## src/rtl/de_scoreboard_pkg.sv

```systemverilog
// Shared constants and bus layouts for the decode-stage pending-write scoreboard.
package de_scoreboard_pkg;

    localparam int REGNOBITS  = 5;
    localparam int REGWORDS   = 32;
    localparam int SB_CNTBITS = 2;

    // DE -> scoreboard decode fields, MSB first in this order.
    typedef struct packed {
        logic                 valid;
        logic [REGNOBITS-1:0] rs1;
        logic                 rs1_used;
        logic [REGNOBITS-1:0] rs2;
        logic                 rs2_used;
        logic [REGNOBITS-1:0] rd;
        logic                 wr;
    } from_DE_to_SB_t;

    // WB -> scoreboard register-write bus, MSB first in this order.
    typedef struct packed {
        logic                 valid;
        logic [REGNOBITS-1:0] rd;
    } from_WB_to_SB_t;

    localparam int DE_TO_SB_W = $bits(from_DE_to_SB_t);
    localparam int WB_TO_SB_W = $bits(from_WB_to_SB_t);

endpackage

```

## src/rtl/de_scoreboard_counter.sv

```systemverilog
// One register's saturating pending-write counter with zero/max flags.
module sb_counter #(
    parameter int CNTBITS = 2
) (
    input  logic               clk,
    input  logic               reset,
    input  logic               inc,
    input  logic               dec,
    output logic [CNTBITS-1:0] cnt,
    output logic               zero,
    output logic               max,
    output logic               nxt_zero
);
    logic               inc_ok;
    logic               dec_ok;
    logic [CNTBITS-1:0] cnt_nxt;

    assign zero   = (cnt == '0);
    assign max    = (cnt == '1);
    // Never wrap: an increment at max or a decrement at zero is dropped.
    assign inc_ok = inc && !max;
    assign dec_ok = dec && !zero;

    // Next count; simultaneous inc and dec cancel.
    always_comb begin
        cnt_nxt = cnt;
        if (inc_ok && !dec_ok)
            cnt_nxt = cnt + 1'b1;
        else if (dec_ok && !inc_ok)
            cnt_nxt = cnt - 1'b1;
    end

    assign nxt_zero = (cnt_nxt == '0);

    // Counter register, cleared by reset.
    always_ff @(posedge clk) begin
        if (!reset)
            cnt <= '0;
        else
            cnt <= cnt_nxt;
    end

endmodule

```

## src/rtl/de_scoreboard.sv

```systemverilog
// Per-register pending-write scoreboard: drives DE stall, accepts issues,
// retires writes from WB and offers a drain handshake for serialising ops.
module de_scoreboard
    import de_scoreboard_pkg::*;
#(
    parameter int REGWORDS  = de_scoreboard_pkg::REGWORDS,
    parameter int REGNOBITS = de_scoreboard_pkg::REGNOBITS,
    parameter int CNTBITS   = SB_CNTBITS,
    parameter int WB_BYPASS = 1
) (
    input  logic                 clk,
    input  logic                 reset,
    input  logic                 issue_valid,
    input  logic [REGNOBITS-1:0] issue_rs1,
    input  logic                 issue_rs1_used,
    input  logic [REGNOBITS-1:0] issue_rs2,
    input  logic                 issue_rs2_used,
    input  logic [REGNOBITS-1:0] issue_rd,
    input  logic                 issue_wr,
    input  logic                 flush,
    input  logic                 wb_valid,
    input  logic [REGNOBITS-1:0] wb_rd,
    input  logic                 drain_req,
    output logic                 stall,
    output logic                 issue_fire,
    output logic                 drain_ack,
    output logic [REGWORDS-1:0]  busy_vec,
    output logic                 err_underflow
);
    from_DE_to_SB_t de;
    from_WB_to_SB_t wb;

    assign de = '{valid: issue_valid, rs1: issue_rs1, rs1_used: issue_rs1_used,
                  rs2: issue_rs2, rs2_used: issue_rs2_used, rd: issue_rd, wr: issue_wr};
    assign wb = '{valid: wb_valid, rd: wb_rd};

    // Register 0 is never tracked: constant idle flags in slot 0.
    logic [REGWORDS-1:1][CNTBITS-1:0] cnt;
    logic [REGWORDS-1:1]              inc_vec;
    logic [REGWORDS-1:1]              dec_vec;
    logic [REGWORDS-1:0]              zero_vec;
    logic [REGWORDS-1:0]              max_vec;
    logic [REGWORDS-1:0]              nxt_zero_vec;
    logic [REGWORDS-1:0]              busy_eff;

    assign zero_vec[0]     = 1'b1;
    assign max_vec[0]      = 1'b0;
    assign nxt_zero_vec[0] = 1'b1;
    assign busy_eff[0]     = 1'b0;

    genvar r;
    generate
        for (r = 1; r < REGWORDS; r++) begin : g_reg
            assign inc_vec[r] = issue_fire && de.wr && (de.rd == REGNOBITS'(r));
            assign dec_vec[r] = wb.valid && (wb.rd == REGNOBITS'(r));
            // A WB retiring the last pending write is visible to this cycle's reads.
            assign busy_eff[r] = !zero_vec[r] &&
                                 !((WB_BYPASS != 0) && dec_vec[r] && (cnt[r] == CNTBITS'(1)));

            sb_counter #(.CNTBITS(CNTBITS)) u_cnt (
                .clk      (clk),
                .reset    (reset),
                .inc      (inc_vec[r]),
                .dec      (dec_vec[r]),
                .cnt      (cnt[r]),
                .zero     (zero_vec[r]),
                .max      (max_vec[r]),
                .nxt_zero (nxt_zero_vec[r])
            );
        end
    endgenerate

    logic src_hit;
    logic waw_sat;
    logic drain_block;

    assign src_hit     = (de.rs1_used && busy_eff[de.rs1]) || (de.rs2_used && busy_eff[de.rs2]);
    assign waw_sat     = de.wr && max_vec[de.rd];
    assign drain_block = drain_req && !(&zero_vec);

    // Stall and fire are suppressed while reset is held; flush squashes the issue.
    assign stall      = reset && de.valid && (src_hit || waw_sat || drain_block);
    assign issue_fire = reset && de.valid && !stall && !flush;

    assign busy_vec = ~zero_vec;

    // Drain acknowledge tracks whether every counter is zero after this edge.
    always_ff @(posedge clk) begin
        if (!reset)
            drain_ack <= 1'b1;
        else
            drain_ack <= &nxt_zero_vec;
    end

    // Sticky flag for a WB to a register with nothing pending.
    always_ff @(posedge clk) begin
        if (!reset)
            err_underflow <= 1'b0;
        else if (wb.valid && (wb.rd != '0) && zero_vec[wb.rd])
            err_underflow <= 1'b1;
    end

endmodule

```

## config.mk

```make
export PLATFORM = sky130hd
export DESIGN_NAME = de_scoreboard
export DESIGN_NICKNAME = d
export VERILOG_FILES = /design/src/rtl/de_scoreboard_pkg.sv /design/src/rtl/de_scoreboard_counter.sv /design/src/rtl/de_scoreboard.sv
export SDC_FILE = /design/constraint.sdc
export NUM_CORES = 1
export LEC_CHECK = 0
export BUFFER_PORTS_ARGS = -buffer_cell sky130_fd_sc_hd__buf_2
export CAP_MARGIN = 20
export CORE_MARGIN = 2
export CORE_UTILIZATION = 28
export DETAILED_ROUTE_END_ITERATION = 10
export PLACE_DENSITY = 0.49
export SETUP_SLACK_MARGIN = 0.4
export SLEW_MARGIN = 20
export SYNTH_ARGS = -nofsm -noshare
export SYNTH_HDL_FRONTEND = slang
export SYNTH_HIERARCHICAL = 1
export SYNTH_SLANG_ARGS = --single-unit
```

## constraint.sdc

```tcl
create_clock -name clk -period 6 [get_ports clk]
set_input_delay 1.2 -clock clk [delete_from_list [all_inputs] [get_ports clk]]
set_output_delay 1.2 -clock clk [all_outputs]
set_load 0.005 [all_outputs]
```

# Yosys cells after proc, flatten, opt, wreduce, memory -nomap -nowiden
# Index checks and enable logic that the tools add are counted.
[totals] register_bits=64 inputBits=29 out_inout_bits=36
[op_classes] add_sub_neg=62 n_lt_le_gt_ge=4 n_eq_ne=124 muxes=70 bitwise_logic=1 n_reduce_logical=485
[ops] operator="logical AND 1 bit" count=259
[ops] operator="== test 5 bit, second input constant" count=32
[ops] operator="logical NOT 1 bit" count=158
[ops] operator="logical NOT 2 bit" count=62
[ops] operator="2-to-1 mux 2 bit" count=62
[ops] operator="== test 5 x 4 -> 1 bit, second input constant" count=16
[ops] operator="adder 2 x 1 -> 2 bit, second input constant" count=31
[ops] operator="== test 2 x 1 -> 1 bit, second input constant" count=31
[ops] operator="== test 2 bit, second input constant" count=31
[ops] operator="AND reduction 31 bit" count=2
[ops] operator="subtractor 2 x 1 -> 2 bit, second input constant" count=31
[ops] operator="== test 5 x 3 -> 1 bit, second input constant" count=8
[ops] operator="NOT 32 bit" count=1
[ops] operator="< comparator 5 x 6 -> 1 bit, second input constant" count=4
[ops] operator="binary-select mux 1 bit (select 5 bit)" count=4
[ops] operator="== test 5 x 2 -> 1 bit, second input constant" count=4
[ops] operator="== test 5 x 1 -> 1 bit, second input constant" count=2
[ops] operator="nonzero test 5 bit" count=1
[ops] operator="2-to-1 mux 1 bit" count=4
[ops] operator="logical OR 1 bit" count=3

# Longest topological paths before layout
[depth] ltp_word=24 ltp_mapped=17

# Cells and area by module
# Netlist, hierarchy kept.
[modules_own_cells] module="sb_counter" n_inst=31 cells_each=20 area_per_inst_um2=193.9 seq_area_each_um2=40.0
[modules_own_cells] module="de_scoreboard" n_inst=1 cells_each=432 area_per_inst_um2=2921.6 seq_area_each_um2=40.0

# Worst setup path after synthesis
# OpenSTA, ideal clock, no wires.
[synth_timing] path_kind="input -> register" from="in wb_rd[1]" to="reg drain_ack" setup_ns=0.074 t_arrival_ns=4.460 required_time_ns=5.926 path_slack_ns=1.466 cell_stages=16 n_path_buf=3 path_cell_list="buf_2 nor2b_1 buf_2 a41oi_1 mux4_2 nand2b_4 a2111oi_4 o211ai_4 buf_6 nor3_2 nor2b_4 nor4b_1 a211o_1 nand4_1 or4_1 o21ai_0"
[synth_between] elab_chain_len=24
[synth_lines] element="from (decl)" line="de_scoreboard.sv:22" source="input logic [REGNOBITS-1:0] wb_rd,"
[synth_lines] element="== test 5 x 1 -> 1 bit, or another cell as far along" line="de_scoreboard.sv:55" source="assign dec_vec[r] = wb.valid && (wb.rd == REGNOBITS'(r));"
[synth_lines] element="logical AND 1 bit" line="de_scoreboard.sv:55"
[synth_lines] element="logical AND 1 bit" line="de_scoreboard.sv:58" source="!((WB_BYPASS != 0) && dec_vec[r] && (cnt[r] == CNTBITS'(1)));"
[synth_lines] element="logical NOT 1 bit" line="de_scoreboard.sv:58"
[synth_lines] element="logical AND 1 bit" line="de_scoreboard.sv:57" source="assign busy_eff[r] = !zero_vec[r] &&"
[synth_lines] element="binary-select mux 1 bit (select 5 bit)" line="de_scoreboard.sv:77" source="assign src_hit = (de.rs1_used && busy_eff[de.rs1]) || (de.rs2_used && busy_eff[de.rs2]);"
[synth_lines] element="2-to-1 mux 1 bit (implied by the code)" line="de_scoreboard.sv:77"
[synth_lines] element="logical AND 1 bit" line="de_scoreboard.sv:77"
[synth_lines] element="[... 9 more ...]"
[synth_lines] element="net inc_vec (one bit)" line="de_scoreboard.sv:39" source="logic [REGWORDS-1:1] inc_vec;"
[synth_lines] element="logical AND 1 bit *" line="de_scoreboard_counter.sv:21" source="assign inc_ok = inc && !max;"
[synth_lines] element="logical NOT 1 bit" line="de_scoreboard_counter.sv:29" source="else if (dec_ok && !inc_ok)"
[synth_lines] element="logical AND 1 bit" line="de_scoreboard_counter.sv:29"
[synth_lines] element="2-to-1 mux 2 bit" line="de_scoreboard_counter.sv:29"
[synth_lines] element="2-to-1 mux 2 bit *" line="de_scoreboard_counter.sv:27" source="if (inc_ok && !dec_ok)"
[synth_lines] element="logical NOT 2 bit *" line="de_scoreboard_counter.sv:33" source="assign nxt_zero = (cnt_nxt == '0);"
[synth_lines] element="net nxt_zero_vec[8]" line="de_scoreboard.sv:43" source="logic [REGWORDS-1:0] nxt_zero_vec;"
[synth_lines] element="AND reduction 31 bit *" line="de_scoreboard.sv:92" source="drain_ack <= &nxt_zero_vec;"
[synth_lines] element="to (signal assigned)" line="de_scoreboard.sv:92"
[synth_lines] element="to (decl)" line="de_scoreboard.sv:26" source="output logic drain_ack,"
# The timed path passes the listed nets; every way through them passes the cells marked *. The select of a mux whose other input is x is not followed.
# A chain may end at the register's enable or synchronous reset.

# Worst setup path after layout
[layout_timing] from="in wb_rd[1]" to="out issue_fire"
[layout_between] elab_chain_len=15
[layout_lines] element="== test 5 x 1 -> 1 bit, or another cell as far along" line="de_scoreboard.sv:55"
[layout_lines] element="logical AND 1 bit" line="de_scoreboard.sv:55"
[layout_lines] element="logical AND 1 bit" line="de_scoreboard.sv:58"
[layout_lines] element="logical NOT 1 bit" line="de_scoreboard.sv:58"
[layout_lines] element="logical AND 1 bit" line="de_scoreboard.sv:57"
[layout_lines] element="binary-select mux 1 bit (select 5 bit)" line="de_scoreboard.sv:77"
[layout_lines] element="2-to-1 mux 1 bit (implied by the code)" line="de_scoreboard.sv:77"
[layout_lines] element="logical AND 1 bit" line="de_scoreboard.sv:77"
[layout_lines] element="logical OR 1 bit *" line="de_scoreboard.sv:77"
[layout_lines] element="logical OR 1 bit * (2 in series)" line="de_scoreboard.sv:82" source="assign stall = reset && de.valid && (src_hit || waw_sat || drain_block);"
[layout_lines] element="logical AND 1 bit *" line="de_scoreboard.sv:82"
[layout_lines] element="logical NOT 1 bit *" line="de_scoreboard.sv:83" source="assign issue_fire = reset && de.valid && !stall && !flush;"
[layout_lines] element="logical AND 1 bit * (2 in series)" line="de_scoreboard.sv:83"
[layout_lines] element="to (decl)" line="de_scoreboard.sv:25" source="output logic issue_fire,"
# Every way passes the cells marked *; elsewhere a longest branch is shown, timed or not. The select of a mux whose other input is x is not followed.

==> implementation parameters <==
Parameter                              Value

Run status
  Outcome ... finished, violations left
  Failing checks ... DRC

Critical path
  Highest-delay cell along the critical path ... a2111oi_0
  Slowest stage delay, CP ... 0.48 ns
  Worst R2R Path Depth ... 15
  Endpoint of the lowest-slack register-to-register path ... drain_ack
  Worst setup endpoint ... issue_fire
  Worst path bufs/invs ... 5
  Path length in cells of the critical path ... 12
  CP Capture Type ... output port
  Category of the critical setup timing path ... primary input to output port
  Reg2reg start ... g_reg[20].u_cnt/cnt[0]
  Cell with the most instances on the worst path ... buf_4
  Critical Path Start ... wb_rd[1]
  Type of element launching the critical path ... primary input
  Arr. time, crit path ... 4.25 ns
  Cell-by-cell listing of the critical path ... buf_2, buf_4, nor2b_1, buf_4, a41oi_1, a2111oi_0, nor3_1, a2111oi_4, o211ai_4, buf_4, nor4_1, buf_2
  Worst R2R Setup Slack ... 1.47 ns
  Maximum fanout count along the critical path ... 33
  Kind of cell with the highest combined delay on the critical path ... compound AO/OA/AOI/OAI gates
  Data required time of the critical path ... 4.80 ns

Global route
  Largest net degree at the start of global routing ... 68
  Wire length of the first global-routing pass ... 48,200 um
  Number of antenna violations at the first check in global routing ... 2
  Via count of the first global-routing pass ... 8,004
  Combined global-route utilization of all metal layers ... 18.8%
  Remaining Overflow, GRT ... 0

Synthesis
  Netlist area before placement ... 8930 sq um
  Sequential share of the synthesized area ... 14.3%
  Top-area cell type share of the netlist area ... 14.3%
  Number of synthesized flops with an enable pin ... 0
  Synth Warn # ... 6
  Library cell with the highest instance count after synthesis ... inv_1
  Number of nets in the synthesized netlist ... 1,143
  Mean Syn Cell Area ... 8.49 sq um
  Gate count after technology mapping ... 1,052
  Synth Register Bits ... 64
  Leading post-synthesis cells by cell area ... dfxtp_1 14%, nor2b_4 9.6%, ha_1 8.7%, inv_1 5.1%, mux4_2 4.5%
  Top FF cell, synth ... dfxtp_1
  Share of flip-flops with an asynchronous set or reset after synthesis ... 0%
  Synth top cells by count ... 122 x inv_1, 107 x nand2_1, 81 x nor2_1
  Synth area leader ... dfxtp_1
  Number of distinct library cells after synthesis ... 61

STA
  Peak Freq ... 184 MHz
  Worst slew pin tran ... 1.21 ns
  Fraction of the cycle the final worst path needs ... 90.8%
  Worst clock skew ... 0.00901 ns
  Total negative slack ... 0 ns
  Hold Vio Cnt, Final ... 0
  Max transition margin ... 18.9%
  Setup repair after global routing missed its margin ... no
  Clock period minus final worst setup slack ... 5.45 ns
  Pins Over Slew Limit ... 0
  Final setup violating endpoints ... 0

Drt
  Remaining design rule violation count ... 2
  Wire length per cell after detailed routing ... 20.7 um
  Number of optimization iterations in the first detailed-route pass ... 8
  Routed via count ... 8,346
  Drt initial violations ... 821
  Vias per cell ... 5.53
  Routed Wire Length ... 31,200 um
  ANT nets after route ... 0

Power and ir drop
  P per Cell Area ... 116 nW/um^2
  Pleak ... 4.38 nW
  Largest vdd supply drop ... 0.000125 V

Place
  # port buffers ... 63
  Final Wtd Congestion ... 0.955
  HPWL reported at the end of detailed placement ... 24,100 um
  Inst Count DP ... 1,493

Clocking
  Number of hold buffers added after cts ... 0
  Register clock-pin slew on the reported worst setup and hold paths ... 0.06 ns
  Worst-case clock buffer depth ... 2
  Clock buffers created by TritonCTS ... 9
  Number of post-CTS setup repair buffers ... 0
  Resized Gates After CTS ... 0
  Clk Tree Root Cell ... clkbuf_16
  CTS tree ... done
  Clock network latency to the later pin of the worst-skew pair ... 0.35 ns
  H-Tree Depth ... 3
  CTS sink count ... 64

Die
  Die area ... 33,400 sq um
  Effective utilization at floorplan ... 28.4%
  # rows ... 65
  Number of top-level pins ... 65
  Die Wd ... 183 um
  Die Span Y ... 183 um
  Core box area ... 31,500 sq um

Finish
  Number of standard cells in the layout, taps in and fillers out ... 1,510
  Layout overhead on the synthesized area ... 11.8%
  Layout cells sized above 1 ... 22.4%
  Final nets ... 1,193

Min path
  Path type of the worst min-delay path ... register to register

Flow run
  Max-capacitance violation count ... 0
[metal layers]
| metal | wire length, um | up-vias | global-route usage [%] |
|---|---|---|---|
| li1 | - | 3985 | - |
| met1 | 14600 | 4016 | 25.9 |
| met2 | 13900 | 289 | 29.7 |
| met3 | 1900 | 54 | 3.57 |
| met4 | 743 | 2 | 5.13 |
| met5 | 13 | - | 0 |
[power breakdown]
group / switching, mW / internal (mW) / total (mW)
clock: 0.222 / 0.344 / 0.566
combinational: 0.118 / 0.0458 / 0.164
sequential: 0.00135 / 0.426 / 0.427
[tightest hold or removal path, stage by stage, from the launching register on]
cell and delay (ns):
dfxtp_1 0.32, a21oi_1 0.04, nor2b_1 0.09
[final cells by class]
type | count | area [sq um]
sequential | 64 | 1280
inverter | 122 | 458
tap | 402 | 503
clock inverter | 3 | 40.0
multi-input combinational | 830 | 7030
timing repair buffer | 75 | 408
fill | 3326 | 21500
antenna | 1 | 2.50
clock buffer | 13 | 260
[sequential cells by signal, indices dropped and copies added, names as in the netlist]
signal         count
drain_ack          1
err_underflow      1
g.u_cnt/cnt       62
[logic make-up after synthesis]
group	count (synthesis)	synth area share (%)
buffers and inverters	158	7.10
adders and majority gates	62	8.68
xor gates and xnor gates	31	3.04
and+or+nand+nor	477	38.0
muxes	84	12.4
AOI/OAI and AO/OA	175	16.4
other	1	0.0420
DFF	64	14.3
[layout by cell type, fill, tap and decap left out, types with 33 or more instances in the layout]
cell type	count
and4b_1	36
buf_2	62
dfxtp_1	64
ha_1	62
inv_1	122
mux2_2	33
mux2i_1	33
nand2_1	107
nand3b_1	35
nor2_1	81
nor2b_4	62
nor4b_1	33
[worst min path at each step]
stage          slack, ns  cells after the start           from             to
2_1_floorplan       0.48                      2  err_underflow  err_underflow
3_3_place_gp        0.48                      2  err_underflow  err_underflow
3_5_place_dp        0.48                      2  err_underflow  err_underflow
4_1_cts             0.49                      2  err_underflow  err_underflow
5_1_grt             0.53                      2  err_underflow  err_underflow
6_report            0.49                      2  err_underflow  err_underflow
[stage by stage]
| step | total power [mW] | area (sq um) | utilization (%) | hold WS, ns | setup WS, ns |
|---|---|---|---|---|---|
| 3_3_place_gp | 0.598 | 9670 | 30.7 | 0.479 | 0.349 |
| 6_report | 1.16 | 9990 | 31.7 | 0.488 | 0.554 |
| 3_5_place_dp | 0.598 | 9680 | 30.7 | 0.477 | 0.341 |
| 2_1_floorplan | 0.532 | 8930 | - | 0.482 | 1.47 |
| 4_1_cts | 1.17 | 9980 | 31.7 | 0.495 | 0.579 |
| 5_1_grt | 1.20 | 9980 | 31.7 | 0.526 | 0.424 |
Note: power is estimated with default switching activity, not from simulation.
